--- config.mk ---
export PLATFORM = sky130hd
export DESIGN_NAME = muldiv_unit
export DESIGN_NICKNAME = d
export VERILOG_FILES = /design/src/rtl/muldiv_pkg.sv /design/src/rtl/muldiv_step.sv /design/src/rtl/muldiv_unit.sv
export SDC_FILE = /design/constraint.sdc
export NUM_CORES = 1
export LEC_CHECK = 0
export BUFFER_PORTS_ARGS = -buffer_cell sky130_fd_sc_hd__buf_4
export CORE_ASPECT_RATIO = 1.25
export CORE_UTILIZATION = 53
export CTS_CLUSTER_SIZE = 16
export DETAILED_ROUTE_END_ITERATION = 10
export PLACE_DENSITY = 0.86
export SYNTH_ARGS = -nofsm -noshare
export SYNTH_HDL_FRONTEND = slang
export SYNTH_SLANG_ARGS = --single-unit
--- constraint.sdc ---
create_clock -name clk -period 3.2 [get_ports clk]
set_clock_uncertainty 0.2 [all_clocks]
set_input_delay 0.16 -clock clk [delete_from_list [all_inputs] [get_ports clk]]
set_output_delay 0.16 -clock clk [all_outputs]
set_load 0.005 [all_outputs]
--- src/rtl/muldiv_pkg.sv ---
// Shared definitions for the iterative multiply/divide unit.
package muldiv_pkg;

    localparam logic [1:0] OP_MULTU = 2'b00;
    localparam logic [1:0] OP_MULT  = 2'b01;
    localparam logic [1:0] OP_DIVU  = 2'b10;
    localparam logic [1:0] OP_DIV   = 2'b11;

    typedef enum logic [1:0] {
        StIdle,
        StRun,
        StFix,
        StDone
    } state_t;

endpackage

--- src/rtl/muldiv_step.sv ---
// One iteration of shift-add multiply or, with MULDIV_DIV_EN, restoring divide.
// Operates on unsigned magnitudes; acc/q form the double-width working register.
module muldiv_step #(
    parameter int WIDTH = 32
) (
`ifdef MULDIV_DIV_EN
    input  logic             i_div,
`endif
    input  logic [WIDTH-1:0] i_acc,
    input  logic [WIDTH-1:0] i_q,
    input  logic [WIDTH-1:0] i_m,
    output logic [WIDTH-1:0] o_acc,
    output logic [WIDTH-1:0] o_q
);

    logic [WIDTH:0] w_sum;

    assign w_sum = {1'b0, i_acc} + (i_q[0] ? {1'b0, i_m} : {(WIDTH + 1){1'b0}});

`ifdef MULDIV_DIV_EN
    logic [WIDTH:0] w_sh;
    logic [WIDTH:0] w_diff;

    assign w_sh   = {i_acc, i_q[WIDTH-1]};
    assign w_diff = w_sh - {1'b0, i_m};
`endif

    always_comb begin
        o_acc = w_sum[WIDTH:1];
        o_q   = {w_sum[0], i_q[WIDTH-1:1]};
`ifdef MULDIV_DIV_EN
        if (i_div) begin
            // Borrow out of the W+1-bit subtract means the divisor did not fit.
            if (!w_diff[WIDTH]) begin
                o_acc = w_diff[WIDTH-1:0];
                o_q   = {i_q[WIDTH-2:0], 1'b1};
            end else begin
                o_acc = w_sh[WIDTH-1:0];
                o_q   = {i_q[WIDTH-2:0], 1'b0};
            end
        end
`endif
    end

endmodule

--- src/rtl/muldiv_unit.sv ---
// Iterative MULT/MULTU/DIV/DIVU unit with HI/LO registers, one bit per cycle.
// Divide support is built only when MULDIV_DIV_EN is defined.
module muldiv_unit
    import muldiv_pkg::*;
#(
    parameter int WIDTH = 32
) (
    input  logic             clk,
    input  logic             reset,
    input  logic             start,
    input  logic [1:0]       op,
    input  logic [WIDTH-1:0] a,
    input  logic [WIDTH-1:0] b,
    input  logic             hi_we,
    input  logic             lo_we,
    input  logic [WIDTH-1:0] wdata,
    output logic             busy,
    output logic             done,
    output logic [WIDTH-1:0] hi,
    output logic [WIDTH-1:0] lo,
    output logic             div_by_zero,
    output logic             op_err
);

    localparam int CntW = $clog2(WIDTH + 1);

    function automatic logic [WIDTH-1:0] f_mag(input logic [WIDTH-1:0] v, input logic is_signed);
        return (is_signed && v[WIDTH-1]) ? -v : v;
    endfunction

    state_t r_state, w_state_next;

    logic [CntW-1:0]    r_cnt;
    logic               r_is_div;
    logic               r_a_neg;
    logic               r_b_neg;
    logic [WIDTH-1:0]   r_acc;
    logic [WIDTH-1:0]   r_q;
    logic [WIDTH-1:0]   r_m;
    logic [WIDTH-1:0]   r_hi;
    logic [WIDTH-1:0]   r_lo;
    logic               r_dbz;
`ifdef MULDIV_DIV_EN
    logic [WIDTH-1:0]   r_a;
    logic               r_b_zero;
`else
    logic               r_op_err;
`endif

    logic               w_idle_or_done;
    logic               w_accept;
    logic               w_wr_ok;
    logic [WIDTH-1:0]   w_acc_next;
    logic [WIDTH-1:0]   w_q_next;
    logic [2*WIDTH-1:0] w_prod_mag;
    logic [2*WIDTH-1:0] w_prod;

    assign w_idle_or_done = (r_state == StIdle) || (r_state == StDone);
    assign w_accept       = start && w_idle_or_done;
    assign w_wr_ok        = w_idle_or_done && !w_accept;
    assign w_prod_mag     = {r_acc, r_q};
    assign w_prod         = (r_a_neg ^ r_b_neg) ? -w_prod_mag : w_prod_mag;

    muldiv_step #(
        .WIDTH (WIDTH)
    ) u_step (
`ifdef MULDIV_DIV_EN
        .i_div (r_is_div),
`endif
        .i_acc (r_acc),
        .i_q   (r_q),
        .i_m   (r_m),
        .o_acc (w_acc_next),
        .o_q   (w_q_next)
    );

    always_comb begin
        w_state_next = r_state;
        unique case (r_state)
            StIdle:  if (w_accept) w_state_next = StRun;
            StRun:   if (r_cnt == CntW'(1)) w_state_next = StFix;
            StFix:   w_state_next = StDone;
            StDone:  w_state_next = w_accept ? StRun : StIdle;
            default: w_state_next = StIdle;
        endcase
    end

    always_ff @(posedge clk) begin
        if (reset) r_state <= StIdle;
        else       r_state <= w_state_next;
    end

    always_ff @(posedge clk) begin
        if (reset) begin
            r_cnt    <= '0;
            r_is_div <= 1'b0;
            r_a_neg  <= 1'b0;
            r_b_neg  <= 1'b0;
            r_acc    <= '0;
            r_q      <= '0;
            r_m      <= '0;
            r_hi     <= '0;
            r_lo     <= '0;
            r_dbz    <= 1'b0;
`ifdef MULDIV_DIV_EN
            r_a      <= '0;
            r_b_zero <= 1'b0;
`else
            r_op_err <= 1'b0;
`endif
        end else begin
            if (w_accept) begin
                r_cnt    <= CntW'(WIDTH);
                r_is_div <= op[1];
                r_a_neg  <= op[0] && a[WIDTH-1];
                r_b_neg  <= op[0] && b[WIDTH-1];
                r_acc    <= '0;
                // Multiply iterates over the multiplier; divide shifts in the dividend.
                r_q      <= op[1] ? f_mag(a, op[0]) : f_mag(b, op[0]);
                r_m      <= op[1] ? f_mag(b, op[0]) : f_mag(a, op[0]);
                r_dbz    <= 1'b0;
`ifdef MULDIV_DIV_EN
                r_a      <= a;
                r_b_zero <= (b == '0);
`else
                r_op_err <= 1'b0;
`endif
            end else if (r_state == StRun) begin
                r_acc <= w_acc_next;
                r_q   <= w_q_next;
                r_cnt <= r_cnt - CntW'(1);
            end else if (r_state == StFix) begin
                if (!r_is_div) begin
                    r_hi <= w_prod[2*WIDTH-1:WIDTH];
                    r_lo <= w_prod[WIDTH-1:0];
                end
`ifdef MULDIV_DIV_EN
                else if (r_b_zero) begin
                    r_hi  <= r_a;
                    r_lo  <= '1;
                    r_dbz <= 1'b1;
                end else begin
                    // Remainder follows the dividend; MIN/-1 wraps back to MIN.
                    r_hi <= r_a_neg ? -r_acc : r_acc;
                    r_lo <= (r_a_neg ^ r_b_neg) ? -r_q : r_q;
                end
`else
                else begin
                    r_op_err <= 1'b1;
                end
`endif
            end

            if (w_wr_ok && hi_we) r_hi <= wdata;
            if (w_wr_ok && lo_we) r_lo <= wdata;
        end
    end

    assign busy        = (r_state == StRun) || (r_state == StFix);
    assign done        = (r_state == StDone);
    assign hi          = r_hi;
    assign lo          = r_lo;
    assign div_by_zero = r_dbz;
`ifdef MULDIV_DIV_EN
    assign op_err      = 1'b0;
`else
    assign op_err      = r_op_err;
`endif

endmodule

Yosys cells after proc, flatten, opt, wreduce, memory -nomap -nowiden. Cells that the tools add are included.

Bitwise operators: 2. Mux-type cells: 24. $mul: 0. Add/subtract/negate cells: 5. Magnitude comparators: 0. Shift operators: 0. Divide/modulo/power cells: 0. Reductions and logical operators: 18. Eq/ne operators: 12.

Operator list (count): $mux W32 (17); $mux W64 (1); $neg A32 Y32 (2); $neg A64 Y64 (1); $add A32 B33 Y33 (1); $mux W6 (2); $ne A2 B1 Y1 const B (6); $pmux W2 S4 (1); $reduce_and A4 Y1 (2); $eq A6 B1 Y1 const B (1); $logic_and A1 B1 Y1 (6); $reduce_bool A2 Y1 (3); $sub A6 B1 Y6 const B (1); $eq A2 B2 Y1 const B (2); $mux W2 (2); $ne A2 B2 Y1 const B (2); $reduce_and A3 Y1 (1); $eq A2 B1 Y1 const B (1); $logic_not A2 Y1 (1); $logic_or A1 B1 Y1 (2); $reduce_and A2 Y1 (1); $reduce_or A2 Y1 (1); $logic_not A1 Y1 (1); $mux W1 (1); other kinds (2) (2).

Latch bits: 0. Output and inout bits: 68. Memories: 0. Bits in writable memories: 0. Bits in read-only memories: 0. Bits in registers: 172.

Logic depth before layout (Yosys ltp).
Depth after elaboration: 8. Gate-level depth with buffers: 12.

Modules after synthesis. A second synthesis with hierarchy kept.

Cells, all modules: 1672. Area, all modules: 12808.5 um^2.

Modules (own cells, without submodules): muldiv_unit (cells an instance 1319, instances 1, area each 10380.0 um^2, sequential area each 3443.3 um^2); muldiv_step (cells an instance 353, instances 1, area each 2428.6 um^2, sequential area each 0.0 um^2).

Least setup slack after synthesis. OpenSTA, ideal clock, no wires.

Kind: register to register. Start: register r_q[0]. End: register r_acc[21]. Arrival: 2.975 ns. Slack: -0.092 ns. Cell stages (with the launch flop): 13. Required time: 2.883 ns. Clock period less this slack: 3.292 ns. Cell sequence: dfxtp_1 clkbuf_1 clkbuf_1 and2_1 ha_1 fa_1 a21o_1 a221oi_1 nand3b_1 a21oi_1 o21a_1 or3_1 a32o_1.

Longest elaborated chain between the ends: 2.

Ends and longest elaborated chain: from (decl) (RTL line muldiv_unit.sv:38) `logic [WIDTH-1:0] r_q;`; from (signal assigned) (RTL line muldiv_unit.sv:119) `r_q <= op[1] ? f_mag(a, op[0]) : f_mag(b, op[0]);`; from (signal assigned) (RTL line muldiv_unit.sv:130) `r_q <= w_q_next;`; $mux W32 (RTL line muldiv_step.sv:18) `assign w_sum = {1'b0, i_acc} + (i_q[0] ? {1'b0, i_m} : {(WIDTH + 1){1'b0}});`; $add A32 B33 Y33 (RTL line muldiv_step.sv:18); to (signal assigned) (RTL line muldiv_unit.sv:129) `r_acc <= w_acc_next;`; to (decl) (RTL line muldiv_unit.sv:37) `logic [WIDTH-1:0] r_acc;`.

No other way between the ends. A chain may end at the register's enable or synchronous reset.

Final worst setup path. Same ends and word-level chain as after synthesis.

==> impl_summary.md <==
Floorplan
The floorplan die height is around 170 µm. The count of pins on the block boundary is between 150 and 200. The overall die area is ~0.024 mm².

The die boundary width is between 100 and 150 µm. After floorplanning, the core was sized to cover around 0.022 mm². The total number of placement rows is between 60 and 70. The starting density of the core is 0.545.

Setup path
The endpoint arrival time on the critical path is approximately 3200 ps. The worst register-to-register path ends at r_acc[21]$_SDFFE_PP0P_. Of all nets on the critical path, the largest fanout is 5. The critical path capture point type is a flip-flop. The type of the setup path with the least slack is flip-flop to flip-flop. The worst reg2reg path startpoint is r_q[0]$_SDFFE_PP0P_. The length in cells of the worst reg-to-reg path is 10. STA classifies the critical path startpoint as a flip-flop.

The internal reg-to-reg setup slack is 90 ps. For the worst setup path, the data required time is around 3300 ps.

Route
The total wire length is 45800 µm. For this block, the initial DRC count from the detailed router was approximately 1500. In the routed design, unresolved DRC markers number 0.

The average via count per standard cell is approximately 6.3. The first detailed-routing pass ran for 6 iterations. Summing over every cut layer, the via total after detailed routing is between 10000 and 15000. The routed length per placed instance is between 20 and 25 µm. The residual antenna-violating net count after detailed routing is 0.

Timing
The number of failing hold endpoints at the final stage is 0. The count of final max-slew check failures is 0. The minimum clock period after layout is between 3000 and 4000 ps.

The headroom to the max-slew limit is 0.285. The achievable frequency is roughly 0.32 GHz. Setup repair after global routing left no endpoint under its margin. At the pin with the least slew margin, the transition time is approximately 1100 ps.

The final number of setup-violating endpoints is 0. In the finished design, the share of the clock period the worst path needs comes to 0.970. After routing, the total negative slack on setup checks comes to 0 ps.

Global route
The maximum number of pins on one net before global-route repair is 53. The global routing stage identified its most utilized layer as met2. The via count of the first global-routing pass is about 13000. The global-route wire length before repair is ~70000 µm.

The met3 routing resource usage after global routing is 0.0852. The fraction of met2 tracks used by global routing is 0.645. The number of antenna violations at the first check in global routing is 0. The met1 routing resource usage after global routing is 0.447. For this run, the total global-route usage over all layers was measured as 0.385. The total global routing overflow is 0.

Hold path
The worst hold-check path type is primary input to flip-flop. The path with the worst hold slack has its endpoint at r_m[14]$_SDFFE_PP0P_. The beginning of the worst hold path is a[14].

Counting instances, the worst hold path has a depth of 4.

Final layout
Compared with the post-synthesis result, the final layout area differs by 28.7%. In the final layout, the share of cells above drive strength 1 is 0.190. The number of nets in the layout is around 2000.

0 antenna diodes ended up in the layout. The number of filler cells placed in the layout is 1800.

Yosys
The adder and majority gate portion of the synthesized area is 0.0436. The fraction of registers with async set or reset after synthesis is 0. The commonest cells after synthesis are 178 x sky130_fd_sc_hd__nor2_1, 173 x sky130_fd_sc_hd__nand2_1, 172 x sky130_fd_sc_hd__dfxtp_1. By area, the combinational part of the netlist is dominated by compound AO/OA/AOI/OAI gates.

The cell area after synthesis is 0.0122 mm². The share of the synthesized area in compound gates (AO/OA/AOI/OAI) came to 0.255. After synthesis, the mean cell area works out to approximately 7.5 µm². The count of distinct cell types in the synthesized netlist is ~80. For this run, the number of Yosys warnings is 0. Of the post-synthesis cell area, the dominant cell type holds 0.282. The synthesized design contains 0 enable-type register cells.

The most common cell in the netlist is sky130_fd_sc_hd__nor2_1. The simple-gate share of the synthesized area is 0.238. The fraction of the yosys area taken by sequential cells is 0.282. Of all cell types, the one taking the most synthesized area is sky130_fd_sc_hd__dfxtp_1. Of the total synthesized cell area, the portion taken by XOR and XNOR cells is 0.0960. After synthesis, the cell types taking the most area are sky130_fd_sc_hd__dfxtp_1 28%, sky130_fd_sc_hd__a21oi_1 6.1%, sky130_fd_sc_hd__nor2_1 5.5%, sky130_fd_sc_hd__nand2_1 5.3%, sky130_fd_sc_hd__xnor2_1 5.2%.

In this run, synthesis produced a sequential element count of roughly 170. In the synthesized netlist, the number of instances is between 1500 and 2000. When the netlist entered floorplanning its net count stood at approximately 1800. The most used flip-flop cell after synthesis is sky130_fd_sc_hd__dfxtp_1. The multiplexer fraction of the synthesized cell area is 0.0415.

Power
The power share of the clock group is 0.221. The maximum VDD drop is between 0.9 and 1 mV. The total leakage power is approximately 6.4 nW. The share of total power dissipated in sequential elements is 0.309. The total power per unit cell area is a little under 600 mW/mm². Of the total power, the share spent switching nets is 0.428. The power after layout is 9.37 mW. For this design the total switching power over the nets is around 4.0 mW. The internal power summed over all cells is roughly 5.4 mW.

The share of total power dissipated in combinational logic is 0.470.

Clock network
The clock passes through at most 2 buffers. The H-tree generated during clock tree synthesis spans 4 levels. For this design, the sink count on the clock tree is ~170. The TritonCTS clock tree is yes. After clock tree synthesis, the clock-pin slew on the worst setup and hold paths is ~70 ps. The CTS root buffer is sky130_fd_sc_hd__clkbuf_16.

The number of buffers added by the clock tree synthesis step is 17. The later pin in the worst-skew pair is clocked with a latency of about 450 ps.

Flow run
The tool flagged a number of max-cap violations equal to 0.

Status
The run finished with clean final reports.

Place
The number of port buffers is around 170. The routability-driven placement congestion ratio is around 1.0. Summed over all nets, the half-perimeter wirelength after detailed placement is between 30000 and 40000 µm.
==> final cells by class <==
cell class                      count  area (µm²)  area share
Timing Repair Buffer              360        2930       0.186
Clock inverter                     14         140     0.00891
Sequential cell                   172        3440       0.219
Tap cell                          283         354      0.0225
Multi-Input combinational cell   1321        8320       0.529
Clock buffer                       18         439      0.0279
Inverter                           29         109     0.00692
==> critical path, cell delays in order (launching register included) <==
cell and delay [ps]:
sky130_fd_sc_hd__dfxtp_2 350, sky130_fd_sc_hd__and2_1 160, sky130_fd_sc_hd__ha_1 200, sky130_fd_sc_hd__fa_1 410
sky130_fd_sc_hd__a21o_1 230, sky130_fd_sc_hd__a221oi_2 270, sky130_fd_sc_hd__nand3b_1 270, sky130_fd_sc_hd__a21oi_1 150
sky130_fd_sc_hd__o21a_1 210, sky130_fd_sc_hd__or3_1 300, sky130_fd_sc_hd__a32o_1 240
==> per-stage QoR <==
step                      instances  hold slack (ps)  utilization  area [µm²]  setup slack, ps
final                          2197             1.67        0.701       15700             94.9
after global routing           2197             24.6        0.701       15700             1.12
after CTS                      2196             3.37        0.699       15700             24.4
after detailed placement       2090              195        0.641       14400             93.9
after global placement         2090              198        0.641       14400              139
after floorplan                1623             91.0            -       12200             8.25
==> per-layer routing <==
layer	share of wire	vias to the layer above
li1	-	6443
met2	0.47	813
met3	0.086	193
met4	0.061	0
met1	0.39	6486
met5	0	-
==> cell families after synthesis <==
group	Yosys count
and+or+nand+nor	602
buffers and inverters	130
xor gates and xnor gates	134
DFF	172
muxes	50
adders and majority gates	42
other	1
AOI/OAI and AO/OA	492
==> flip-flops by register name (all words and copies together), names as in the netlist <==
signal / flops
r_q: 32
r_b_neg: 1
r_state: 2
lo: 32
r_m: 32
r_acc: 32
op_err: 1
hi: 32
r_a_neg: 1
r_cnt: 6
r_is_div: 1
==> power by group through the flow <==
| stage | registers, mW | clock network (mW) | logic, mW |
|---|---|---|---|
| 4_1_cts | 2.87 | 2.07 | 4.23 |
| 5_1_grt | 2.93 | 2.16 | 4.71 |
| 6_report | 2.89 | 2.07 | 4.40 |
| 3_3_place_gp | 2.91 | 0 | 4.04 |
| 3_5_place_dp | 2.92 | 0 | 4.12 |
| 2_1_floorplan | 2.84 | 0 | 2.64 |
==> placed cells by master, fill, tap and decap left out, types with 9 or more instances in the layout <==
| cell type | count |
|---|---|
| sky130_fd_sc_hd__a211oi_1 | 37 |
| sky130_fd_sc_hd__a21o_1 | 10 |
| sky130_fd_sc_hd__a21oi_1 | 150 |
| sky130_fd_sc_hd__a22o_1 | 13 |
| sky130_fd_sc_hd__a22oi_1 | 17 |
| sky130_fd_sc_hd__a31oi_1 | 41 |
| sky130_fd_sc_hd__and2_1 | 40 |
| sky130_fd_sc_hd__and3_1 | 11 |
| sky130_fd_sc_hd__buf_4 | 283 |
| sky130_fd_sc_hd__clkbuf_16 | 17 |
| sky130_fd_sc_hd__dfxtp_1 | 171 |
| sky130_fd_sc_hd__dlygate4sd3_1 | 74 |
| sky130_fd_sc_hd__ha_1 | 40 |
| sky130_fd_sc_hd__inv_1 | 29 |
| sky130_fd_sc_hd__mux2i_1 | 44 |
| sky130_fd_sc_hd__nand2_1 | 171 |
| sky130_fd_sc_hd__nand2b_1 | 20 |
| sky130_fd_sc_hd__nand3_1 | 48 |
| sky130_fd_sc_hd__nand4_1 | 15 |
| sky130_fd_sc_hd__nor2_1 | 176 |
| sky130_fd_sc_hd__nor3_1 | 38 |
| sky130_fd_sc_hd__nor4_1 | 16 |
| sky130_fd_sc_hd__o211ai_1 | 19 |
| sky130_fd_sc_hd__o21ai_0 | 104 |
| sky130_fd_sc_hd__o221ai_1 | 13 |
| sky130_fd_sc_hd__o31ai_1 | 18 |
| sky130_fd_sc_hd__or3_1 | 9 |
| sky130_fd_sc_hd__or4_1 | 12 |
| sky130_fd_sc_hd__xnor2_1 | 71 |
| sky130_fd_sc_hd__xor2_1 | 60 |
==> how the worst max path moves through the flow <==
stage | start | end | slack [ps]
floorplan | r_q[0]$_SDFFE_PP0P_ | r_acc[21]$_SDFFE_PP0P_ | 8
global route | r_q[13]$_SDFFE_PP0P_ | lo[28]$_SDFFE_PP0P_ | 1
detailed placement | r_q[0]$_SDFFE_PP0P_ | r_acc[21]$_SDFFE_PP0P_ | 90
global placement | r_q[0]$_SDFFE_PP0P_ | r_acc[21]$_SDFFE_PP0P_ | 140
CTS | b[16] | r_m[25]$_SDFFE_PP0P_ | 20
finish | r_q[0]$_SDFFE_PP0P_ | r_acc[21]$_SDFFE_PP0P_ | 90
==> timing repair <==
item / 4_1_cts / 5_1_grt
buffers inserted: 0 / 1
endpoints found under the setup margin: 0 / 7
endpoints found under the hold margin: 81 / 0
hold buffers: 74 / 0
gates resized for setup: 0 / 9
Note: power is estimated with default switching activity, not from simulation.
